===== src/rtl/escalonador_pkg.sv =====
// escalonador_pkg: shared FSM state/reason enums, default parameter values and PC override constants
package escalonador_pkg;
    typedef enum logic [2:0] {OCIOSO, EXECUTA, SALVA, SELECIONA, CARREGA} estado_t;
    typedef enum logic [1:0] {MOT_QUANTUM, MOT_IO, MOT_FIM} motivo_t;
    localparam int N_PROC_PADRAO    = 10;
    localparam int PC_W_PADRAO      = 32;
    localparam int QUANTUM_PADRAO   = 16;
    localparam int PROC_SPAN_PADRAO = 300;
    localparam int PC_RESET         = 0;
    function automatic int pc_base(input int id, input int span);
        return id * span;
    endfunction
endpackage


===== src/rtl/escalonador_processos_if.sv =====
// escalonador_processos_if: CPU-side signals of the process scheduler
interface escalonador_processos_if
    import escalonador_pkg::*;
#(
    parameter int N_PROC = N_PROC_PADRAO,
    parameter int PC_W   = PC_W_PADRAO
);
    localparam int ID_W = $clog2(N_PROC);
    logic              step;
    logic [PC_W-1:0]   pc_desvio;
    logic              cria_valido;
    logic [ID_W-1:0]   cria_id;
    logic              fim_processo;
    logic              io_pedido;
    logic              io_concluido;
    logic [ID_W-1:0]   io_id;
    logic [PC_W-1:0]   pc_proximo;
    logic              carrega_pc;
    logic [ID_W-1:0]   processo_atual;
    logic              troca_contexto;
    logic              ocioso;
    logic [N_PROC-1:0] ativos;
    modport master (
        output step, pc_desvio, cria_valido, cria_id, fim_processo, io_pedido, io_concluido, io_id,
        input  pc_proximo, carrega_pc, processo_atual, troca_contexto, ocioso, ativos
    );
    modport slave (
        input  step, pc_desvio, cria_valido, cria_id, fim_processo, io_pedido, io_concluido, io_id,
        output pc_proximo, carrega_pc, processo_atual, troca_contexto, ocioso, ativos
    );
endinterface


===== src/rtl/escalonador_processos_seletor.sv =====
// seletor_round_robin: first requesting slot at or after i_inicio, wrapping modulo N_PROC
module seletor_round_robin #(
    parameter int N_PROC = 10,
    parameter int ID_W   = $clog2(N_PROC)
) (
    input  logic [N_PROC-1:0] i_req,
    input  logic [ID_W-1:0]   i_inicio,
    output logic [ID_W-1:0]   o_grant,
    output logic              o_valid
);
    logic [ID_W:0] w_idx;
    // Scanning from the far end lets the nearest hit overwrite the earlier ones
    always_comb begin
        o_grant = '0;
        o_valid = 1'b0;
        w_idx   = '0;
        for (int i = N_PROC - 1; i >= 0; i--) begin
            w_idx = {1'b0, i_inicio} + (ID_W+1)'(i);
            w_idx = (w_idx >= (ID_W+1)'(N_PROC)) ? w_idx - (ID_W+1)'(N_PROC) : w_idx;
            if (i_req[w_idx[ID_W-1:0]]) begin
                o_grant = w_idx[ID_W-1:0];
                o_valid = 1'b1;
            end
        end
    end
endmodule


===== src/rtl/escalonador_processos.sv =====
// escalonador_processos: round-robin time-slice process scheduler driving PC overrides.
// Optional macro ESCALONADOR_IO_BLOQUEIO_EN: io_pedido blocks the slot until io_concluido.
module escalonador_processos
    import escalonador_pkg::*;
#(
    parameter int N_PROC    = N_PROC_PADRAO,
    parameter int PC_W      = PC_W_PADRAO,
    parameter int QUANTUM   = QUANTUM_PADRAO,
    parameter int PROC_SPAN = PROC_SPAN_PADRAO
) (
    input  logic                   clock,
    input  logic                   reset,
    escalonador_processos_if.slave bus
);
    localparam int ID_W = $clog2(N_PROC);

    estado_t           r_estado;
    motivo_t           r_motivo;
    logic [N_PROC-1:0] r_pronto;
    logic [N_PROC-1:0] r_bloq;
    logic [PC_W-1:0]   r_pc [N_PROC];
    logic [7:0]        r_quantum;
    logic [ID_W-1:0]   r_atual;
    logic [PC_W-1:0]   r_pc_proximo;
    logic              r_carrega;
    logic              r_troca;
    logic              r_ocioso;
    logic [N_PROC-1:0] w_ativos;
    logic [ID_W-1:0]   w_inicio;
    logic [ID_W-1:0]   w_grant;
    logic              w_valid;
    logic              w_io;
    logic              w_exp;

    assign w_ativos = r_pronto | r_bloq;
    assign w_inicio = (r_atual == ID_W'(N_PROC - 1)) ? '0 : r_atual + ID_W'(1);
    assign w_exp    = bus.step && (r_quantum == 8'd1);
`ifdef ESCALONADOR_IO_BLOQUEIO_EN
    assign w_io     = bus.io_pedido;
`else
    assign w_io     = 1'b0;
`endif

    seletor_round_robin #(.N_PROC(N_PROC), .ID_W(ID_W)) u_seletor (
        .i_req   (r_pronto),
        .i_inicio(w_inicio),
        .o_grant (w_grant),
        .o_valid (w_valid)
    );

    // Slot-table writes precede the FSM so a SALVA update wins same-cycle conflicts
    always_ff @(posedge clock or posedge reset) begin
        if (reset) begin
            r_estado     <= OCIOSO;
            r_motivo     <= MOT_QUANTUM;
            r_pronto     <= '0;
            r_bloq       <= '0;
            for (int i = 0; i < N_PROC; i++) r_pc[i] <= '0;
            r_quantum    <= '0;
            r_atual      <= '0;
            r_pc_proximo <= PC_W'(PC_RESET);
            r_carrega    <= 1'b0;
            r_troca      <= 1'b0;
            r_ocioso     <= 1'b1;
        end else begin
            r_carrega <= 1'b0;
            r_troca   <= 1'b0;
            if (bus.cria_valido && !w_ativos[bus.cria_id]) begin
                r_pronto[bus.cria_id] <= 1'b1;
                r_pc[bus.cria_id]     <= PC_W'(pc_base(int'(bus.cria_id), PROC_SPAN));
            end
`ifdef ESCALONADOR_IO_BLOQUEIO_EN
            if (bus.io_concluido && r_bloq[bus.io_id]) begin
                r_bloq[bus.io_id]   <= 1'b0;
                r_pronto[bus.io_id] <= 1'b1;
            end
`endif
            case (r_estado)
                OCIOSO: if (|r_pronto) r_estado <= SELECIONA;
                EXECUTA: begin
                    if (bus.step) r_quantum <= r_quantum - 8'd1;
                    if (bus.fim_processo || w_io || w_exp) begin
                        r_motivo <= bus.fim_processo ? MOT_FIM : w_io ? MOT_IO : MOT_QUANTUM;
                        r_estado <= SALVA;
                    end
                end
                SALVA: begin
                    r_pc[r_atual] <= bus.pc_desvio;
                    if (r_motivo != MOT_QUANTUM) begin
                        r_pronto[r_atual] <= 1'b0;
                        r_bloq[r_atual]   <= (r_motivo == MOT_IO);
                    end
                    r_estado <= SELECIONA;
                end
                SELECIONA: begin
                    r_estado <= w_valid ? CARREGA : OCIOSO;
                    r_ocioso <= !w_valid;
                    if (w_valid) begin
                        r_pc_proximo <= r_pc[w_grant];
                        r_carrega    <= 1'b1;
                        r_troca      <= 1'b1;
                        r_quantum    <= 8'(QUANTUM);
                        r_atual      <= w_grant;
                    end
                end
                CARREGA: r_estado <= EXECUTA;
                default: r_estado <= OCIOSO;
            endcase
        end
    end

    assign bus.pc_proximo     = r_pc_proximo;
    assign bus.carrega_pc     = r_carrega;
    assign bus.processo_atual = r_atual;
    assign bus.troca_contexto = r_troca;
    assign bus.ocioso         = r_ocioso;
    assign bus.ativos         = w_ativos;
endmodule


===== src/flat_wrapper.sv =====
// flat-port wrapper written by rule: the top's interface ports become plain ports
module escalonador_processos_flat import escalonador_pkg::*;
#(
    parameter int N_PROC    = N_PROC_PADRAO,
    parameter int PC_W      = PC_W_PADRAO,
    parameter int QUANTUM   = QUANTUM_PADRAO,
    parameter int PROC_SPAN = PROC_SPAN_PADRAO
)
  (clock, reset, bus_step, bus_pc_desvio, bus_cria_valido, bus_cria_id, bus_fim_processo, bus_io_pedido, bus_io_concluido, bus_io_id, bus_pc_proximo, bus_carrega_pc, bus_processo_atual, bus_troca_contexto, bus_ocioso, bus_ativos);
  escalonador_processos_if #(.N_PROC(N_PROC), .PC_W(PC_W)) bus_i ();
  input  logic clock;
  input  logic reset;
  input wire logic [$bits(bus_i.step)-1:0] bus_step;
  input wire logic [$bits(bus_i.pc_desvio)-1:0] bus_pc_desvio;
  input wire logic [$bits(bus_i.cria_valido)-1:0] bus_cria_valido;
  input wire logic [$bits(bus_i.cria_id)-1:0] bus_cria_id;
  input wire logic [$bits(bus_i.fim_processo)-1:0] bus_fim_processo;
  input wire logic [$bits(bus_i.io_pedido)-1:0] bus_io_pedido;
  input wire logic [$bits(bus_i.io_concluido)-1:0] bus_io_concluido;
  input wire logic [$bits(bus_i.io_id)-1:0] bus_io_id;
  output wire logic [$bits(bus_i.pc_proximo)-1:0] bus_pc_proximo;
  output wire logic [$bits(bus_i.carrega_pc)-1:0] bus_carrega_pc;
  output wire logic [$bits(bus_i.processo_atual)-1:0] bus_processo_atual;
  output wire logic [$bits(bus_i.troca_contexto)-1:0] bus_troca_contexto;
  output wire logic [$bits(bus_i.ocioso)-1:0] bus_ocioso;
  output wire logic [$bits(bus_i.ativos)-1:0] bus_ativos;
  assign bus_i.step = bus_step;
  assign bus_i.pc_desvio = bus_pc_desvio;
  assign bus_i.cria_valido = bus_cria_valido;
  assign bus_i.cria_id = bus_cria_id;
  assign bus_i.fim_processo = bus_fim_processo;
  assign bus_i.io_pedido = bus_io_pedido;
  assign bus_i.io_concluido = bus_io_concluido;
  assign bus_i.io_id = bus_io_id;
  assign bus_pc_proximo = bus_i.pc_proximo;
  assign bus_carrega_pc = bus_i.carrega_pc;
  assign bus_processo_atual = bus_i.processo_atual;
  assign bus_troca_contexto = bus_i.troca_contexto;
  assign bus_ocioso = bus_i.ocioso;
  assign bus_ativos = bus_i.ativos;
  escalonador_processos #(.N_PROC(N_PROC), .PC_W(PC_W), .QUANTUM(QUANTUM), .PROC_SPAN(PROC_SPAN)) u_core (.clock(clock), .reset(reset), .bus(bus_i));
endmodule

===== config.mk =====
export PLATFORM = sky130hd
export DESIGN_NAME = escalonador_processos_flat
export DESIGN_NICKNAME = d
export VERILOG_FILES = /design/src/rtl/escalonador_pkg.sv /design/src/rtl/escalonador_processos_if.sv /design/src/rtl/escalonador_processos_seletor.sv /design/src/rtl/escalonador_processos.sv /design/src/flat_wrapper.sv
export SDC_FILE = /design/constraint.sdc
export NUM_CORES = 1
export LEC_CHECK = 0
export BUFFER_PORTS_ARGS = -buffer_cell sky130_fd_sc_hd__clkbuf_2
export CAP_MARGIN = 20
export CORE_ASPECT_RATIO = 0.9
export CORE_MARGIN = 1
export CORE_UTILIZATION = 63
export CTS_CLUSTER_SIZE = 24
export DETAILED_ROUTE_END_ITERATION = 10
export GPL_ROUTABILITY_DRIVEN = 0
export GPL_TIMING_DRIVEN = 0
export HOLD_SLACK_MARGIN = 0.12
export PLACE_DENSITY = 0.85
export SETUP_SLACK_MARGIN = 0.3
export SKIP_LAST_GASP = 1
export SYNTH_ARGS = -nofsm -noshare
export SYNTH_HDL_FRONTEND = slang
export SYNTH_SLANG_ARGS = --single-unit

===== constraint.sdc =====
create_clock -name clock -period 16.4 [get_ports clock]
set_clock_uncertainty 0.2 [all_clocks]
set_input_delay 2.46 -clock clock [delete_from_list [all_inputs] [get_ports clock]]
set_output_delay 2.46 -clock clock [all_outputs]
set_load 0.02 [all_outputs]

# Word level (Yosys, flattened, before mapping)
# Index checks and enable logic that the tools add are counted.
dict set report word_totals {
  out_inout_bits 49
  input_bits 47
  register_bits 391
  wordCells 188
}
dict set report op_classes {
  muxes 82
  n_eq_ne 11
  order_cmp 29
  addsub 21
  reduce_logical 18
  bitwise 7
  mul 1
}
# operator count
set op_table {}
lappend op_table {{bitwise mux 320 bit} 2}
lappend op_table {{two-way mux 320 bit} 2}
lappend op_table {{demux 32 bit (select 4 bit)} 2}
lappend op_table {{binary-select mux 32 bit (select 4 bit)} 1}
lappend op_table {{two-way mux 32 bit} 4}
lappend op_table {{two-way mux 4 bit} 21}
lappend op_table {{less-than comparator 4 x 5 -> 1 bit, second input constant} 12}
lappend op_table {{greater-or-equal comparator 5 x 4 -> 1 bit, second input constant} 9}
lappend op_table {{binary-select mux 1 bit (select 4 bit)} 11}
lappend op_table {{subtractor 4 bit, second input constant} 10}
lappend op_table {{two-way mux 10 bit} 3}
lappend op_table {{two-way mux 1 bit} 25}
lappend op_table {{adder 4 x 3 -> 5 bit, second input constant} 4}
lappend op_table {{OR 10 bit} 2}
lappend op_table {{two-way mux 8 bit} 2}
lappend op_table {{case mux 8 bit (2 select lines)} 1}
lappend op_table {{greater-or-equal comparator 5 bit, second input constant} 3}
lappend op_table {{inverter 4 -> 5 bit} 3}
lappend op_table {{case mux 3 bit (5 select lines)} 1}
lappend op_table {{multiplier 4 x 7 -> 11 bit, second input constant} 1}
lappend op_table {{adder 4 x 2 -> 5 bit, second input constant} 2}
lappend op_table {{adder 4 x 4 -> 5 bit, second input constant} 2}
lappend op_table {{AND 10 bit} 1}
lappend op_table {{bitwise mux 10 bit} 1}
lappend op_table {{other kinds (26)} 44}

# Longest topological paths before layout
dict set report depth {
  ltp_word 21
  mapped_depth 28
}

# Modules after synthesis
# From an unflattened synthesis, not the netlist that was laid out.
dict set report unflattened {
  hier_cells 2529
  area_unflattened_um2 22799.4
}
# mod area_per_inst_um2 cells_per_inst seq_area_each_um2 n_inst
set by_module_without_submodules {}
lappend by_module_without_submodules {escalonador_processos 19970.4 2131 9760.6 1}
lappend by_module_without_submodules {seletor_round_robin 2829.0 398 0.0 1}

# Worst setup path after synthesis
# No wires, ideal clock.
dict set report synth_timing {
  path_type {reg2reg}
  start {register u_core.r_atual[0], in the netlist u_core.bus.processo_atual[0]}
  end {register u_core.r_pc_proximo[31], in the netlist u_core.bus.pc_proximo[31]}
  path_slack_ns 10.331
  arrival_ns 5.728
  setup_time_ns 0.140
  path_buffers 13
  synth_period_minus_slack_ns 6.069
  path_stages_with_launch 29
  path_cell_list {dfrtp_1 > buf_4 > buf_6 > buf_4 > buf_4 > clkbuf_1 > clkbuf_1 > clkbuf_1 > ha_1 > clkbuf_1 > inv_1 > clkbuf_1 > ha_1 > nor2b_1 > o211ai_1 > and4_1 > clkbuf_1 > mux2i_1 > a2bb2oi_2 > inv_2 > nor3_2 > a211oi_1 > a311o_1 > buf_6 > buf_6 > buf_6 > mux4_2 > a22oi_1 > o311ai_1}
}
dict set report synth_via {
  elab_chain_len 21
  word_cells_on_any_way 87
  cone_classes {20 x add/sub; 10 x order compare; 1 x eq/ne; 54 x mux; 1 x bitwise; 1 x reduce/logical}
}
# element line_no
set synth_rtl {}
lappend synth_rtl {{start: declaration} escalonador_processos.sv:23} ;# logic [ID_W-1:0] r_atual;
lappend synth_rtl {{start signal: assignment} escalonador_processos.sv:103} ;# r_atual <= w_grant;
lappend synth_rtl {{adder 4 x 1 -> 4 bit or == test 4 bit (tied branches)} escalonador_processos.sv:36} ;# assign w_inicio = (r_atual == ID_W'(N_PROC - 1)) ? '0 : r_atual + ID_W'(1);
lappend synth_rtl {{two-way mux 4 bit (*)} escalonador_processos.sv:36}
lappend synth_rtl {{adder 4 x 4 -> 5 bit} escalonador_processos_seletor.sv:18} ;# w_idx = {1'b0, i_inicio} + (ID_W+1)'(i);
lappend synth_rtl {{subtractor 4 bit or greater-or-equal comparator 5 x 4 -> 1 bit (tied branches)} escalonador_processos_seletor.sv:19} ;# w_idx = (w_idx >= (ID_W+1)'(N_PROC)) ? w_idx - (ID_W+1)'(N_PROC) : w_idx;
lappend synth_rtl {{two-way mux 4 bit} escalonador_processos_seletor.sv:19}
lappend synth_rtl {{binary-select mux 1 bit (select 4 bit)} escalonador_processos_seletor.sv:20} ;# if (i_req[w_idx[ID_W-1:0]]) begin
lappend synth_rtl {{two-way mux 1 bit (implied by the code)} escalonador_processos_seletor.sv:20}
lappend synth_rtl {{two-way mux 4 bit (10 in a row)} escalonador_processos_seletor.sv:20}
lappend synth_rtl {{inverter 4 -> 5 bit (implied by the code)} escalonador_processos.sv:99} ;# r_pc_proximo <= r_pc[w_grant];
lappend synth_rtl {{binary-select mux 32 bit (select 4 bit)} escalonador_processos.sv:99}
lappend synth_rtl {{two-way mux 32 bit (implied by the code) (2 in a row)} escalonador_processos.sv:99}
lappend synth_rtl {{end signal: assignment} escalonador_processos.sv:61} ;# r_pc_proximo <= PC_W'(PC_RESET);
lappend synth_rtl {{end signal: assignment} escalonador_processos.sv:99}
lappend synth_rtl {{end: declaration} escalonador_processos.sv:24} ;# logic [PC_W-1:0] r_pc_proximo;
# Every way passes the cells marked *; elsewhere a longest branch is shown, timed or not. The select of a mux whose other input is x is not followed.
# A chain may end at the register's enable or synchronous reset.

# Final worst setup path
dict set report layout_timing {
  start {register u_core.r_atual[0], in the netlist u_core.bus.processo_atual[0]}
  end {register u_core.r_pc_proximo[9], in the netlist u_core.bus.pc_proximo[9]}
}
# The elaborated chain is that of the path after synthesis.

==> flow_summary.json <==
{
  "vias": 21500,
  "min_path_type": "reg2reg",
  "grt_pass1_vias": 21000,
  "layout_commonest_cell": "nand2_1",
  "synth_compound_area_share_pct": 12.9,
  "post-route-drc-count": 0,
  "layout_common_cells": "nand2_1, dfrtp_1, nand3_1",
  "routed_wl_um": 76100,
  "crit_family": "buffers and inverters",
  "worstPathMaxFanout": 11,
  "clk_path_buf_depth": 3,
  "drtPass1Iterations": 9,
  "ant_nets": 0,
  "path_clk_slew_ns": 0.06,
  "synth_top_family_by_area": "simple AND/OR/NAND/NOR gates",
  "hold_viol": 0,
  "dr.first_iter.drc_count": 3369,
  "synth_mux_area_share_pct": 13.1,
  "nNetsFinal": 2650,
  "max-slew-margin-rel_pct": 17.2,
  "io_buffers": 57,
  "crit_top_cell": "clkbuf_1",
  "critPathBufInv": 13,
  "die_h_um": 181,
  "place.detailed.instances": 2987,
  "die_area_sq_um": 36300,
  "cts_buffers": 41,
  "fin_crit_ns": 8.25,
  "ys_seq_area_share_pct": 43.6,
  "wl_per_cell_um": 24.9,
  "num_antenna_cells": 0,
  "slowest_delay_ns": 0.64,
  "slew_violations": 0,
  "postSynthRegisterBits": 390,
  "syn_inst": 2456,
  "syn_area_sq_um": 22400,
  "synth_xor_area_share_pct": 1.17,
  "areaGrowthSynthToFinish_pct": 11.1,
  "max_freq_ghz": 0.121,
  "cts_tree": "built",
  "cts_hold_buf": 0,
  "syn_avg_cell_area_sq_um": 9.11,
  "worstSetupStartpointType": "flip-flop",
  "grt_overflow_total": 0,
  "row_count": 65,
  "syn-num-nets": 2544,
  "post-dp-hpwl_um": 50400,
  "htreeDepth": 2,
  "ys_warn_count": 0,
  "critPathKind": "reg2reg",
  "ys_types": 103,
  "worstMarginPinSlew_ns": 1.24,
  "clk_latency_ns": 0.57,
  "track_usage_pct": 42.0,
  "postCtsSetupBuffers": 0,
  "worstPathArrival_ns": 8.51,
  "post-place-ws_ns": 8.64,
  "clock_sinks": 390,
  "drv_cap": 0,
  "rsz0062_at_grt": "false",
  "postLayoutSetupSlackWorst_ns": 8.15,
  "status": "completed",
  "drive_above_1_share_pct": 11.9,
  "start_util_pct": 64.0,
  "cp-end-kind": "flip-flop",
  "cp.required_ns": 16.67,
  "synthArstFlopShare_pct": 100,
  "clock-root-buffer": "clkbuf_16",
  "ioPinCount": 96,
  "antenna_found_initial": 2,
  "grt_pass1_wl_um": 117000,
  "synth_edf_count": 0,
  "synthSimpleGateAreaFrac_pct": 21.5,
  "synth-main-ff-cell": "dfrtp_1",
  "stdcell_count": 3062,
  "grt_max_degree": 121,
  "fin_crit_sh_pct": 50.3,
  "critPathSlowestCell": "clkbuf_1",
  "synthAdderAreaFrac_pct": 2.41,
  "hold_ws_ns": 0.287,
  "ctsResizeCount": 0,
  "core_sq_um": 35000,
  "fp.dieW_um": 201,
  "avgViaCountPerCell": 7.01,
  "finalSetupViolations": 0
}
## tightest hold or removal path: cells and delay by family, from the launching register on
kind               cells  cell delay (ns)
DFF                    1             0.34
and+or+nand+nor        1             0.06
AOI/OAI and AO/OA      1             0.06
## state kept, by name, indices dropped and copies added (netlist names)
name,count
u_core.r_motivo,1
u_core.bus.processo_atual,4
u_core.bus.ocioso,1
u_core.bus.carrega_pc,1
u_core.r_quantum,8
u_core.r_pc,320
u_core.r_bloq,10
u_core.r_pronto,10
u_core.r_estado,3
u_core.bus.pc_proximo,32
## cells in the mapped netlist (6+ instances only)
library cell | number | area (sq um)
a31oi_1 | 8 | 50.1
buf_2 | 15 | 75.1
dfrtp_1 | 389 | 9730
mux2i_1 | 127 | 1270
buf_4 | 9 | 67.6
nand2b_1 | 12 | 75.1
nor2_1 | 112 | 420
a21o_1 | 9 | 67.6
nor3_1 | 16 | 80.1
mux4_2 | 69 | 1550
nand3_1 | 229 | 1150
xnor2_1 | 18 | 158
and2_1 | 13 | 81.3
a22oi_1 | 44 | 330
a21boi_0 | 12 | 90.1
o211ai_1 | 12 | 90.1
buf_1 | 23 | 86.3
a211oi_1 | 14 | 105
a21oi_1 | 81 | 405
or3_1 | 6 | 37.5
buf_6 | 18 | 203
nand2_1 | 631 | 2370
or2_2 | 13 | 81.3
mux2_2 | 8 | 90.1
nor4_1 | 10 | 62.6
clkbuf_1 | 154 | 578
inv_1 | 38 | 143
o21ai_0 | 139 | 696
nor2b_1 | 14 | 87.6
o311ai_1 | 31 | 272
o2111ai_1 | 7 | 61.3
ha_1 | 39 | 488
## final timing paths
check,start,end,slack (ns),cells past startpoint
min in group asynchronous,reset,u_core.bus.pc_proximo[7],1.73,2
worst max register to register,u_core.bus.processo_atual[0],u_core.bus.pc_proximo[9],8.15,26
worst min-delay path,u_core.bus.pc_proximo[31],u_core.bus.pc_proximo[31],0.29,2
worst min register to register,u_core.bus.pc_proximo[31],u_core.bus.pc_proximo[31],0.29,2
max in group asynchronous,reset,u_core.bus.carrega_pc,12.81,4
worst max-delay path,u_core.bus.processo_atual[0],u_core.bus.pc_proximo[9],8.15,26
## stage by stage
step | util (%) | instance area, sq um | TNS, ns
floorplan | - | 22400 | 0
global placement | 66.4 | 23200 | -252.16
detailed placement | 66.7 | 23300 | 0
CTS | 71.0 | 24800 | 0
global route | 71.1 | 24900 | 0
finish | 71.1 | 24900 | 0
## cells by family (layout without fill, tap and decap cells)
kind of cell	count (synthesis)	in the layout
xor gates and xnor gates	24	24
DFF	390	390
buffers and inverters	263	400
muxes	206	206
adders and majority gates	42	42
and+or+nand+nor	1098	1098
AOI/OAI and AO/OA	433	433
## final cells by class
cell class	count	area, sq um
Tap cell	469	587
Fill cell	2491	10100
Sequential cell	390	9760
Buffer	219	1010
Clock inverter	20	325
Inverter	44	175
Clock buffer	54	1180
Multi-Input combinational cell	1803	11400
Timing Repair Buffer	63	390
## per-layer routing
layer	track usage, %	vias to the layer above	part of all wire, %
li1	-	8807	-
met1	53.1	10300	35
met2	61.5	1908	43
met3	15.8	497	15
met4	24.5	4	6.5
met5	2.38	-	0.10
Power is left out: the tool's default activity adds up to more than one toggle a clock period on the data nets, which glitch-free logic cannot reach.
